## src/rtl/fetch_unit_if.sv

```systemverilog
// Instruction-memory request/response channel between the fetch stage (master)
// and instruction memory (slave).
interface fetch_unit_if #(
  parameter int ADDR_WIDTH = 32,
  parameter int INST_WIDTH = 32
);
  logic                  req_valid;
  logic                  req_ready;
  logic [ADDR_WIDTH-1:0] addr;
  logic                  rsp_valid;
  logic [INST_WIDTH-1:0] rsp_data;

  modport master (
    output req_valid,
    output addr,
    input  req_ready,
    input  rsp_valid,
    input  rsp_data
  );

  modport slave (
    input  req_valid,
    input  addr,
    output req_ready,
    output rsp_valid,
    output rsp_data
  );
endinterface

```

## src/rtl/fetch_unit.sv

```systemverilog
// Instruction fetch stage: owns the PC, keeps one imem request outstanding and
// feeds the IF/ID register, with a one-entry skid for responses landing during stall.
module fetch_unit #(
  parameter int                    ADDR_WIDTH = 32,
  parameter int                    INST_WIDTH = 32,
  parameter logic [ADDR_WIDTH-1:0] RESET_PC   = '0
) (
  input  logic                  clk,
  input  logic                  rst_n,
  input  logic                  stall,
  input  logic                  PCSel,
  input  logic [ADDR_WIDTH-1:0] pc_target,
  input  logic                  IF_flush,
  fetch_unit_if.master          imem,
  output logic                  if_valid,
  output logic [ADDR_WIDTH-1:0] if_pc,
  output logic [INST_WIDTH-1:0] if_instr
);

  localparam logic [INST_WIDTH-1:0] NOP     = INST_WIDTH'(32'h00000013);
  localparam logic [ADDR_WIDTH-1:0] PC_STEP = ADDR_WIDTH'(4);
  localparam logic [ADDR_WIDTH-1:0] ALIGN   = ~ADDR_WIDTH'(3);

  typedef enum logic [1:0] {REQ, WAIT, HOLD, DROP} state_e;

  state_e                state_q, state_d;
  logic [ADDR_WIDTH-1:0] pc_q, pc_d;
  logic                  req_valid_q, req_valid_d;
  logic                  if_valid_q, if_valid_d;
  logic [ADDR_WIDTH-1:0] if_pc_q, if_pc_d;
  logic [INST_WIDTH-1:0] if_instr_q, if_instr_d;
  logic [INST_WIDTH-1:0] skid_instr_q, skid_instr_d;

  logic redirect;
  logic req_fire;

  assign redirect = PCSel | IF_flush;
  assign req_fire = req_valid_q & imem.req_ready;

  always_comb begin
    state_d      = state_q;
    pc_d         = pc_q;
    if_valid_d   = stall ? if_valid_q : 1'b0;
    if_pc_d      = if_pc_q;
    if_instr_d   = if_instr_q;
    skid_instr_d = skid_instr_q;

    unique case (state_q)
      REQ: if (req_fire) state_d = WAIT;
      WAIT: begin
        if (imem.rsp_valid) begin
          if (!stall) begin
            if_valid_d = 1'b1;
            if_pc_d    = pc_q;
            if_instr_d = imem.rsp_data;
            pc_d       = pc_q + PC_STEP;
            state_d    = REQ;
          end else begin
            // The skid only needs the word: pc does not advance until it drains.
            skid_instr_d = imem.rsp_data;
            state_d      = HOLD;
          end
        end
      end
      HOLD: begin
        if (!stall) begin
          if_valid_d = 1'b1;
          if_pc_d    = pc_q;
          if_instr_d = skid_instr_q;
          pc_d       = pc_q + PC_STEP;
          state_d    = REQ;
        end
      end
      DROP: if (imem.rsp_valid) state_d = REQ;
      default: state_d = REQ;
    endcase

    // A redirect overrides any delivery this cycle and beats stall on IF/ID.
    if (redirect) begin
      if_valid_d = 1'b0;
      if_pc_d    = if_pc_q;
      if_instr_d = if_instr_q;
      pc_d       = PCSel ? (pc_target & ALIGN) : pc_q;
      unique case (state_q)
        REQ:        state_d = req_fire ? DROP : REQ;
        WAIT, DROP: state_d = imem.rsp_valid ? REQ : DROP;
        default:    state_d = REQ;
      endcase
    end

    req_valid_d = (state_d == REQ);
  end

  always_ff @(posedge clk or negedge rst_n) begin
    if (!rst_n) begin
      state_q     <= REQ;
      pc_q        <= RESET_PC;
      req_valid_q <= 1'b0;
      if_valid_q  <= 1'b0;
      if_pc_q     <= '0;
      if_instr_q  <= NOP;
    end else begin
      state_q     <= state_d;
      pc_q        <= pc_d;
      req_valid_q <= req_valid_d;
      if_valid_q  <= if_valid_d;
      if_pc_q     <= if_pc_d;
      if_instr_q  <= if_instr_d;
    end
  end

  always_ff @(posedge clk) begin
    skid_instr_q <= skid_instr_d;
  end

  assign imem.req_valid = req_valid_q;
  assign imem.addr      = pc_q;
  assign if_valid       = if_valid_q;
  assign if_pc          = if_pc_q;
  assign if_instr       = if_instr_q;

endmodule

```

## src/flat_wrapper.sv

```systemverilog
// flat-port wrapper written by rule: the top's interface ports become plain ports
module fetch_unit_flat 
#(
  parameter int                    ADDR_WIDTH = 32,
  parameter int                    INST_WIDTH = 32,
  parameter logic [ADDR_WIDTH-1:0] RESET_PC   = '0
)
  (clk, rst_n, stall, PCSel, pc_target, IF_flush, if_valid, if_pc, if_instr, imem_req_valid, imem_addr, imem_req_ready, imem_rsp_valid, imem_rsp_data);
  fetch_unit_if #(.ADDR_WIDTH(ADDR_WIDTH), .INST_WIDTH(INST_WIDTH)) imem_i ();
  input  logic clk;
  input  logic rst_n;
  input  logic stall;
  input  logic PCSel;
  input  logic [ADDR_WIDTH-1:0] pc_target;
  input  logic IF_flush;
  output logic if_valid;
  output logic [ADDR_WIDTH-1:0] if_pc;
  output logic [INST_WIDTH-1:0] if_instr;
  output wire logic [$bits(imem_i.req_valid)-1:0] imem_req_valid;
  output wire logic [$bits(imem_i.addr)-1:0] imem_addr;
  input wire logic [$bits(imem_i.req_ready)-1:0] imem_req_ready;
  input wire logic [$bits(imem_i.rsp_valid)-1:0] imem_rsp_valid;
  input wire logic [$bits(imem_i.rsp_data)-1:0] imem_rsp_data;
  assign imem_req_valid = imem_i.req_valid;
  assign imem_addr = imem_i.addr;
  assign imem_i.req_ready = imem_req_ready;
  assign imem_i.rsp_valid = imem_rsp_valid;
  assign imem_i.rsp_data = imem_rsp_data;
  fetch_unit #(.ADDR_WIDTH(ADDR_WIDTH), .INST_WIDTH(INST_WIDTH), .RESET_PC(RESET_PC)) u_core (.clk(clk), .rst_n(rst_n), .stall(stall), .PCSel(PCSel), .pc_target(pc_target), .IF_flush(IF_flush), .imem(imem_i), .if_valid(if_valid), .if_pc(if_pc), .if_instr(if_instr));
endmodule
```

## config.mk

```make
export PLATFORM = sky130hd
export DESIGN_NAME = fetch_unit_flat
export DESIGN_NICKNAME = d
export VERILOG_FILES = /design/src/rtl/fetch_unit_if.sv /design/src/rtl/fetch_unit.sv /design/src/flat_wrapper.sv
export SDC_FILE = /design/constraint.sdc
export NUM_CORES = 1
export LEC_CHECK = 0
export CORE_ASPECT_RATIO = 0.7
export CORE_UTILIZATION = 30
export CTS_BUF_LIST = sky130_fd_sc_hd__clkbuf_4
export DETAILED_ROUTE_END_ITERATION = 8
export PLACE_DENSITY = 0.6
export SLEW_MARGIN = 20
export SYNTH_ARGS = -nofsm -noshare
export SYNTH_HDL_FRONTEND = slang
export SYNTH_SLANG_ARGS = --single-unit
```

## constraint.sdc

```tcl
create_clock -name clk -period 3.7 [get_ports clk]
set_input_delay 0.74 -clock clk [delete_from_list [all_inputs] [get_ports clk]]
set_output_delay 0.74 -clock clk [all_outputs]
set_load 0.005 [all_outputs]
```

==> Implementation_results.wiki <==
{| class="wikitable"
! Metric !! Value
|-
| EDFF count, synth || 32
|-
| IO Port Bufs || 162
|-
| Number of hold-repair buffers added at the cts stage || 0
|-
| Max_slew headroom || 48.0%
|-
| Final worst-path cycle share || 68.6%
|-
| Number of nets in the final layout || 744
|-
| Worst Path Class, Setup || flip-flop to flip-flop
|-
| Hold Vio Cnt, Final || 0
|-
| Post-CTS Setup Inserts || 0
|-
| Overall global routing resource usage || 17.1%
|-
| Portion of the post-synthesis area used by sequential elements || 58.4%
|-
| Unrepaired setup endpoints after global routing || no
|-
| Power density relative to cell area || 662 nW/um2
|-
| Distinct cell type count of the synthesized netlist || 57
|-
| Pin count of the biggest net entering global routing || 52
|-
| I/O pin total || 169
|-
| Transition time at the pin with the least slew margin || 0.773 ns
|-
| Data required, critical path || 4.13 ns
|-
| Vias in the first global route || 4775
|-
| Netlist area before placement || 5760 um2
|-
| Final Skew || 0.0182 ns
|-
| Nature of the critical path startpoint || flip-flop
|-
| Starting density of the core || 31.3%
|-
| Fraction of final layout cells with drive strength greater than 1 || 13.5%
|-
| Top library cells by usage in the layout, fill and taps aside || sky130_fd_sc_hd__clkdlybuf4s50_1, sky130_fd_sc_hd__dfrtp_1, sky130_fd_sc_hd__nand2_1, sky130_fd_sc_hd__o21ai_0, sky130_fd_sc_hd__mux2i_1
|-
| Wire length of the first global-routing pass || 26200 um
|-
| Highest layer used for signal routing || met5
|-
| Most used flip-flop cell after synthesis || sky130_fd_sc_hd__dfrtp_1
|-
| Clock input transition at the sequential cells of the worst setup and hold paths || 0.13 ns
|-
| Detailed-route via count || 4701
|-
| Initial DRC count || 393
|-
| Leading post-synthesis cells by cell area || sky130_fd_sc_hd__dfrtp_1, sky130_fd_sc_hd__edfxtp_1, sky130_fd_sc_hd__mux2i_1
|-
| Final setup margin || 1.16 ns
|-
| Horizontal die dimension || 168 um
|-
| Final-layout worst hold slack || 0.190 ns
|-
| Number of slew-limit violations in the final report || 0
|-
| Static leakage || 3.12 nW
|-
| Number of design rule violations left after detail routing || 0
|-
| Detailed-routing iteration count for the pre-antenna-repair pass || 5
|-
| Worst voltage drop across the vdd grid || 271 uV
|-
| Number of max-cap violations || 0
|-
| Maximum clock insertion buffer count || 2
|-
| Critical Path End Type || flip-flop
|-
| Share of async-settable or async-resettable flops after synthesis || 75.0%
|-
| Later-pin clock latency in the skew report || 0.54 ns
|-
| Highest attainable clock frequency || 394 MHz
|-
| Met2 routed wirelength || 7480 um
|-
| Commonest non-fill, non-tap cell in the layout || sky130_fd_sc_hd__clkdlybuf4s50_1
|-
| Wire length on met1 || 7470 um
|-
| Placed standard-cell area || 7680 um2
|-
| Yosys reg bits || 128
|-
| Clock sink count || 128
|-
| Post-placement worst setup slack || 0.642 ns
|-
| Total congestion overflow || 0
|-
| Top fanout value on the critical path || 37
|-
| Crit path time final || 2.54 ns
|-
| Layout-stage area growth over the synthesis result || 39.6%
|-
| Wirelength per Cell || 17.8 um
|-
| HPWL after detailed placement || 11400 um
|-
| Area enclosed by the die boundary || 19800 um2
|-
| Largest area contributor in the synthesized netlist || sky130_fd_sc_hd__dfrtp_1
|-
| Final weighted congestion of routability-driven global placement || 0.805
|-
| Total wire length || 16300 um
|-
| Number of buffers created by CTS || 17
|-
| Total Power Consumption || 0.00533 W
|-
| Post-synthesis instance total || 502
|-
| Run status || complete, no violations
|-
| Number of nets with antenna violations after detailed routing || 0
|-
| Mean number of vias per cell || 5.13
|-
| Clock tree from TritonCTS || built
|-
| Syn_area_per_cell || 11.5 um2
|-
| Count of yosys warnings during synthesis || 0
|-
| CTS HTree Levels || 4
|-
| Met3 WL post-DR || 1180 um
|-
| Count of instances resized after the clock tree is built || 0
|-
| Setup Total Neg Slack || 0 ns
|-
| Path type of the worst min-delay path || input port to async pin
|-
| Cell area after layout || 8040 um2
|-
| Finish-stage setup viols || 0
|-
| Antenna violations before repair || 2
|-
| Data arrival time at the worst-slack endpoint || 2.97 ns
|-
| Count of standard-cell rows || 41
|-
| Core area || 18400 um2
|-
| Vertical die dimension || 118 um
|-
| Share of the synthesized area in the top cell type || 40.4%
|-
| Buffer type at the clock tree root || sky130_fd_sc_hd__clkbuf_4
|}
stage by stage:
stage	utilization, %	instances
after floorplan	-	505
after global placement	41.7	884
after detailed placement	41.7	884
after CTS	43.7	916
after global routing	43.7	917
final	43.7	917
sequential cells by signal, indices dropped and copies added, names as in the netlist:
register,flops
u_core.state_q,2
u_core.imem.addr,30
u_core.skid_instr_q,32
u_core.if_pc,30
u_core.imem.req_valid,1
u_core.if_instr,32
u_core.if_valid,1
worst max-delay path, stage by stage, from the launching register on:
cell,delay [ns]
sky130_fd_sc_hd__dfrtp_1,0.42
sky130_fd_sc_hd__inv_1,0.13
sky130_fd_sc_hd__ha_2,0.19
sky130_fd_sc_hd__buf_4,0.51
sky130_fd_sc_hd__mux2i_1,0.22
sky130_fd_sc_hd__nor3_4,0.14
sky130_fd_sc_hd__buf_4,0.41
sky130_fd_sc_hd__mux2_2,0.39
final cells by class:
class                           instances  area, um2
Clock inverter                         15        231
Multi-Input combinational cell        343       2280
Sequential cell                       128       3370
Inverter                                4       15.0
Timing Repair Buffer                  173       1730
Clock buffer                           17        128
Fill cell                            1707      10400
Tap cell                              236        295
Antenna cell                            1       2.50
final timing paths:
| kind | start | to | slack (ns) | depth (start not counted) |
|---|---|---|---|---|
| setup / recovery | u_core.state_q[0]$_DFF_PN0_ | u_core.if_pc[21]$_DFFE_PN0P_ | 1.16 | 7 |
| hold / removal | rst_n | u_core.if_instr[9]$_DFFE_PN0P_ | 0.19 | 1 |
| setup reg to reg | u_core.state_q[0]$_DFF_PN0_ | u_core.if_pc[21]$_DFFE_PN0P_ | 1.16 | 7 |
| hold reg to reg | u_core.if_instr[1]$_DFFE_PN1P_ | u_core.if_instr[1]$_DFFE_PN1P_ | 0.49 | 2 |
| max in group asynchronous | rst_n | u_core.if_instr[4]$_DFFE_PN1P_ | 2.66 | 2 |
| min in group clk | u_core.if_instr[1]$_DFFE_PN1P_ | u_core.if_instr[1]$_DFFE_PN1P_ | 0.49 | 2 |
cells by family after synthesis:
logic type / count (synthesis) / share of synthesized area, %
fa+ha+maj: 6 / 1.30
simple gates: 144 / 12.5
xor+xnor: 5 / 0.760
mux: 65 / 12.0
buf+inv: 34 / 2.61
compound gates: 119 / 12.3
other cells: 1 / 0.0651
flops: 128 / 58.4
synthesized netlist by cell type (all sizes together) (6+ instances only):
cell,instances
dfrtp,93
nand2,57
o21ai,49
mux2i,34
edfxtp,32
a21oi,31
mux2,31
nor2,27
nand3,19
clkbuf,18
buf,12
nand4,12
nor3,9
o22ai,7
ha,6
routing by layer:
metal,vias to the layer above,global-route usage [%]
li1,2171,-
met1,2329,23.4
met2,190,26.1
met3,9,5.08
met4,2,4.47
met5,-,0
power breakdown:
part	internal, W	total, W	switching (W)
logic	0.00115	0.00193	0.000785
registers	0.00188	0.00220	0.000311
clock network	0.000614	0.00120	0.000586
Power figures use the tool's default switching activity.
